**src/rtl/serial_adder_pkg.sv**
```systemverilog
// Shared definitions for the bit-serial adder/subtractor: FSM state
// encoding and the default operand width.
package serial_adder_pkg;

    localparam int DEFAULT_WIDTH = 8;

    typedef enum logic [1:0] {
        IDLE = 2'b00,
        RUN  = 2'b01,
        DONE = 2'b10
    } state_t;

endpackage

```
**src/rtl/full_add_cell.sv**
```systemverilog
// One-bit full adder; the only arithmetic in the serial datapath.
module full_add_cell (
    input  logic a,
    input  logic b,
    input  logic ci,
    output logic s,
    output logic co
);

    assign s  = a ^ b ^ ci;
    assign co = (a & b) | (ci & (a ^ b));

endmodule

```
**src/rtl/serial_adder.sv**
```systemverilog
// Bit-serial add/subtract, LSB first, one bit per clock through a single
// full-adder cell; results are published only when the last bit completes.
module serial_adder
    import serial_adder_pkg::*;
#(
    parameter int WIDTH = DEFAULT_WIDTH
) (
    input  logic             clk,
    input  logic             rst_n,
    input  logic             start,
    input  logic             sub,
    input  logic [WIDTH-1:0] X,
    input  logic [WIDTH-1:0] Y,
    input  logic             Cin,
    output logic             busy,
    output logic             done,
    output logic [WIDTH-1:0] Z,
    output logic             Cout,
    output logic             overflow
);

    localparam int CW = (WIDTH > 1) ? $clog2(WIDTH) : 1;

    state_t           state;
    logic [WIDTH-1:0] x_sr;
    logic [WIDTH-1:0] y_sr;
    logic [WIDTH-2:0] z_sr;
    logic             sub_r;
    logic             carry;
    logic [CW-1:0]    cnt;

    logic b_bit;
    logic s_bit;
    logic co_bit;
    logic last;

    // Subtraction is X + ~Y + 1: invert Y here, the +1 comes from the carry preload.
    assign b_bit = y_sr[0] ^ sub_r;
    assign last  = (cnt == CW'(WIDTH - 1));

    full_add_cell u_cell (
        .a  (x_sr[0]),
        .b  (b_bit),
        .ci (carry),
        .s  (s_bit),
        .co (co_bit)
    );

    // NOTE: every register here uses non-blocking assignment so all of them
    // update from the same pre-edge values, exactly like the flops they model.
    always_ff @(posedge clk or negedge rst_n) begin
        if (!rst_n) begin
            state    <= IDLE;
            x_sr     <= '0;
            y_sr     <= '0;
            z_sr     <= '0;
            sub_r    <= 1'b0;
            carry    <= 1'b0;
            cnt      <= '0;
            busy     <= 1'b0;
            done     <= 1'b0;
            Z        <= '0;
            Cout     <= 1'b0;
            overflow <= 1'b0;
        end else begin
            case (state)
                RUN: begin
                    x_sr  <= x_sr >> 1;
                    y_sr  <= y_sr >> 1;
                    z_sr  <= (z_sr >> 1) | ((WIDTH-1)'(s_bit) << (WIDTH - 2));
                    carry <= co_bit;
                    if (last) begin
                        // carry still holds the carry into the MSB on this cycle
                        Z        <= {s_bit, z_sr};
                        Cout     <= co_bit;
                        overflow <= carry ^ co_bit;
                        state    <= DONE;
                        busy     <= 1'b0;
                        done     <= 1'b1;
                    end else begin
                        cnt <= cnt + CW'(1);
                    end
                end
                default: begin
                    // IDLE and DONE both accept start; DONE -> RUN gives back-to-back ops.
                    done <= 1'b0;
                    if (start) begin
                        x_sr  <= X;
                        y_sr  <= Y;
                        sub_r <= sub;
                        carry <= sub | Cin;
                        cnt   <= '0;
                        busy  <= 1'b1;
                        state <= RUN;
                    end else begin
                        busy  <= 1'b0;
                        state <= IDLE;
                    end
                end
            endcase
        end
    end

endmodule
```
**config.mk**
```make
export PLATFORM = sky130hd
export DESIGN_NAME = serial_adder
export DESIGN_NICKNAME = d
export VERILOG_FILES = /design/src/rtl/serial_adder_pkg.sv /design/src/rtl/full_add_cell.sv /design/src/rtl/serial_adder.sv
export SDC_FILE = /design/constraint.sdc
export NUM_CORES = 1
export LEC_CHECK = 0
export ABC_AREA = 1
export CAP_MARGIN = 20
export CORE_MARGIN = 3
export CORE_UTILIZATION = 46
export DETAILED_ROUTE_END_ITERATION = 6
export GPL_TIMING_DRIVEN = 0
export PLACE_DENSITY = 0.71
export SKIP_CTS_REPAIR_TIMING = 1
export SYNTH_ARGS = -nofsm -noshare
export SYNTH_HDL_FRONTEND = slang
export SYNTH_SLANG_ARGS = --single-unit
```
**constraint.sdc**
```tcl
create_clock -name clk -period 1.3 [get_ports clk]
set_input_delay 0.39 -clock clk [delete_from_list [all_inputs] [get_ports clk]]
set_output_delay 0.39 -clock clk [all_outputs]
set_load 0.01 [all_outputs]
```
[Yosys cells after proc, flatten, opt, wreduce, memory -nomap -nowiden]
Index checks and enable logic that the tools add are counted.
Operators by class
  add/sub/neg operators: 1
  equality and inequality tests: 4
  muxes and demuxes: 17
  bitwise operators: 10
  reductions and logical operators: 4
Operator list (count)
  $mux 8: 4
  $mux 3: 3
  $mux 1: 8
  $or 6x7->7: 1
  $reduce_and 2->1: 3
  $mux 2: 2
  $ne 2x2->1 const B: 2
  $xor 1x1->1: 4
  $add 3x1->3 const B: 1
  $eq 3x3->1 const B: 1
  $and 1x1->1: 2
  $eq 2x1->1 const B: 1
  $or 1x1->1: 2
  $reduce_bool 2->1: 1
  $not 1->1: 1
Storage, ports and cells
  register bits: 42
  bits of input ports: 21
  output and inout port bits: 12

[Depth between registers and ports, before layout]
  depth in word-level cells: 5
  depth in mapped cells: 7
  depth with buffers taken out: 7

[Hierarchy]
Synthesis repeated with hierarchy kept, for this count alone.
Second synthesis, totals
  cells, all modules: 198
  area total of the unflattened synthesis: 1769.2 sq um
Modules (own cells, without submodules)
  serial_adder: instances 1, cells each 197, area each 1749.2 sq um, seq. area each 1001.0 sq um
  full_add_cell: instances 1, cells each 1, area each 20.0 sq um, seq. area each 0.0 sq um

[Worst setup path before layout]
Ideal clock, no wire load.
  path kind: flip-flop to flip-flop
  from: register sub_r
  to: register Z[7]
  setup time: 0.117 ns
  arrival time: 1.116 ns
  required time: 1.183 ns
  slack: 0.068 ns
  cell stages (with the launch flop): 6
  period minus slack after synthesis: 1.232 ns
  path through: dfrtp_1 xnor2_1 fa_1 inv_1 nand2_1 nand2_1
On the way
  word-level cells in the longest chain between the ends: 3
RTL lines
  start, declared: line serial_adder.sv:28  | logic sub_r;
  start signal, assigned: line serial_adder.sv:90  | sub_r <= sub;
  $xor 1x1->1: line serial_adder.sv:38  | assign b_bit = y_sr[0] ^ sub_r;
  $xor 1x1->1 (2 in a row): line full_add_cell.sv:10  | assign s = a ^ b ^ ci;
  end signal, assigned: line serial_adder.sv:74  | Z <= {s_bit, z_sr};
  end, declared: line serial_adder.sv:17  | output logic [WIDTH-1:0] Z,
Every way passes these cells.
A chain may end at the register's enable or synchronous reset.

[Worst setup path in the final report]
Ends and elaborated chain as after synthesis.

==> results.md <==
Setup path:
- Traced cell by cell, the critical path runs through xnor2_2, fa_2, inv_2, nand2_1, nand2_1.
- The count of buffering cells on the critical path with inverters included is 1.
- The slowest stage of the critical path belongs to the cell sky130_fd_sc_hd__fa_2.
- The stage delay of the slowest cell on the critical path is 540 ps.
- Data on the critical path is required at its endpoint by 1490 ps.
- The worst setup path is captured at a flip-flop.
- The worst-case register-to-register setup slack is -30 ps.
- The most numerous cell type found on the critical path is sky130_fd_sc_hd__nand2_1.
- The worst setup path is of the reg -> reg kind.
- The top cell family by delay on the critical path is adder cells.
- STA classifies the critical path startpoint as a flip-flop.
- The largest fanout on the critical path is 2.
- Data arrives at the worst endpoint at 1520 ps.

Die:
- The floorplan step set the die height to 68.3 um.
- The die area is between 4000 and 5000 sq um.
- The number of ports placed on the die boundary is 33.
- The area of the core is 3720 sq um.
- For this configuration, the core starts out at a cell density of 48.1%.
- Row generation in the floorplan step produced 22 rows.
- The die is 68.3 um wide.

Global route:
- The total overflow reported by the global router is 0.
- The largest net degree at the start of global routing is 41.
- The initial antenna violation count is 0.
- The global-route usage over all layers is 17.9%.
- The number of global-route vias before repair is roughly 1.4k.
- The wire length of the first global-routing pass is 6110 um.

Logic synthesis:
- Synthesis produced 201 cells.
- Counting flops and latches in the post-synthesis netlist gives 40.
- The number of distinct library cells after synthesis is 17.
- The number of synthesis warnings is 0.
- A synthesized cell averages a little under 9 sq um.
- Sequential cells were found to cover 56.0% of the synthesized design area.
- After synthesis the cells add up to 1790 sq um.
- The net count of the mapped netlist is 225.

Finish:
- The most common cell after layout, fill and taps aside is sky130_fd_sc_hd__nand2_1.
- The area of the multi-input gates is 692 sq um.
- The layout has 321 filler cells.
- The number of standard cells in the layout, taps in and fillers out is ~290.
- In the final layout, the share of cells above drive strength 1 is between 10% and 20%.
- After the last flow step, the layout net total stands at ~270.
- The finished cells cover 2360 sq um.
- 0 antenna diodes ended up in the layout.
- The layout-stage area growth over the synthesis result is 32.0%.
- Summing all flip-flop and latch instances after layout gives 1000 sq um.
- In the layout the commonest cells are sky130_fd_sc_hd__nand2_1 (68), sky130_fd_sc_hd__nand3_1 (48), sky130_fd_sc_hd__dfrtp_1 (38).

Place:
- The half-perimeter wire length after detailed placement is about 2600 um.
- Summing all placed instances gives a cell area of 2150 sq um.
- The last weighted congestion value of the routability-driven placer is around 0.8.
- At the placement stage, the worst setup path has a slack of -75.0 ps.
- The number of cells after detailed placement is 280.
- The number of buffers inserted by port buffering is 31.

STA:
- The max-slew violation total from the final report came to 0.
- In the post-route analysis, the smallest setup slack over all paths is -30.4 ps.
- Setup violations remaining at the end of the flow were counted as 1.
- For the final database, setup skew stands at 9.33 ps.
- The final hold violation count is 0.
- The transition time at the pin with the least slew margin is 874 ps.
- The worst pin sits at a relative slew slack of approximately two fifths.
- Hold timing on the final database bottoms out at a slack of around 210 ps.
- The ratio of final minimum period to clock period is 102%.
- Setup repair after global routing could not meet its margin everywhere.
- The maximum clock frequency is 0.752 GHz.
- In the final timing run, aggregate negative setup slack is -30.4 ps.
- For the finished layout, the period the worst path requires is 1330 ps.

Routing:
- For this run, design rule violations remaining after detail routing come to 0.
- The remaining antenna violation count is 0.
- The pre-antenna-repair detailed-routing pass consisted of 4 iterations.
- The number of vias in the routed layout is roughly 1.4k.
- The routed wire length is 3830 um.
- The number of design-rule violations left by the first detailed-router iteration is 79.
- After detailed routing, the average wire length per cell comes to 13.2 um.
- Dividing the detail-routed via count by the number of cells gives 4.94.

Power:
- The cell-internal power is around 3.4 mW.
- The share of total power consumed by net switching is between 30 and 40%.
- For this design the static power due to leakage is approximately 1.3 nW.
- The maximum ir drop on the vdd rail is around 1200 uV.
- The portion of total power attributed to the clock network is roughly 18%.
- The analysis attributes to net switching a power of approximately 2 mW.
- The proportion of power drawn by combinational gates is between 40% and 50%.
- The relative contribution of sequential cells to total power is 39.1%.
- Dividing total power by cell area gives a power density of 2290 nW/um^2.

CTS:
- Clock-pin slew was measured on the worst setup and hold paths at approximately 80 ps.
- The number of clock buffers added by TritonCTS is 5.
- The clock reaches the later pin of the worst-skew pair after 300 ps.
- The TritonCTS clock tree is built.
- The master cell of the clock root buffer is sky130_fd_sc_hd__clkbuf_8.
- The clock passes through at most 2 buffers.
- The total clock sinks is 40.
- The H-tree depth reported by CTS is 2.

Status:
- The final reports fail on negative setup slack.
- The flow ran to the end, but the final reports show violations.

Hold path:
- The min-delay analysis places its worst path in the category in -> async.

Job:
- The max-cap violation count is 0.
worst paths after layout:
check,start,end,depth (start not counted)
max,sub_r,Z[7],5
min reg2reg,z_sr[5],Z[5],2
min,rst_n,Cout,1
max reg2reg,sub_r,Z[7],5
min in group clk,start,y_sr[1],3
max in group asynchronous,rst_n,state[1],1
through the flow:
stage	power, mW	utilization, %
after floorplan	3.49	-
after global placement	4.16	58.0
after detailed placement	4.25	57.9
after CTS	5.25	60.8
after global routing	5.86	63.5
final	5.40	63.5
cell type report:
type	count	area share, %
Tap cell	48	2.55
Inverter	16	2.65
Multi-Input combinational cell	135	29.3
Buffer	10	3.82
Clock buffer	6	3.08
Sequential cell	40	42.5
Clock inverter	2	1.49
Timing Repair Buffer	34	14.5
flip-flops by register name, summed over array words and instances (netlist names):
register	count
x_sr	8
overflow	1
sub_r	1
state	2
y_sr	8
Z	8
carry	1
cnt	3
z_sr	7
Cout	1
kinds of logic after synthesis:
family,count (synthesis),share of synthesized area (%)
AND/OR/NAND/NOR,122,30.0
flip-flops,40,56.0
buffers and inverters,26,8.19
AO/OA/AOI/OAI,8,2.24
adder cells (fa/ha/maj),3,2.52
XOR/XNOR,2,0.981
worst register-to-register path: stages, from the launching register on:
cell	delay (ps)
sky130_fd_sc_hd__dfrtp_1	410
sky130_fd_sc_hd__xnor2_2	150
sky130_fd_sc_hd__fa_2	540
sky130_fd_sc_hd__inv_2	30
sky130_fd_sc_hd__nand2_1	40
sky130_fd_sc_hd__nand2_1	50
cells in the mapped netlist, drive strengths merged:
library cell	instances	area (sq um)
nand3	49	245
ha	2	25.0
nand2	70	273
xnor2	2	17.5
buf	10	86.3
fa	1	20.0
o21ai	8	40.0
nor2	3	18.8
dfrtp	40	1000
inv	16	60.1
layer usage:
layer | vias up | track usage [%] | wire, um
li1 | 724 | - | -
met1 | 674 | 22.2 | 1710
met2 | 32 | 30.0 | 1910
met3 | 7 | 4.43 | 166
met4 | 0 | 6.70 | 50
met5 | - | 0 | 0
power groups by stage:
stage / logic (mW) / clock network [mW] / registers [mW]
2_1_floorplan: 1.38 / 0 / 2.11
6_report: 2.30 / 0.993 / 2.11
3_3_place_gp: 2.09 / 0 / 2.08
4_1_cts: 2.16 / 1.01 / 2.08
3_5_place_dp: 2.15 / 0 / 2.10
5_1_grt: 2.61 / 1.07 / 2.17
Power figures use the tool's default switching activity.
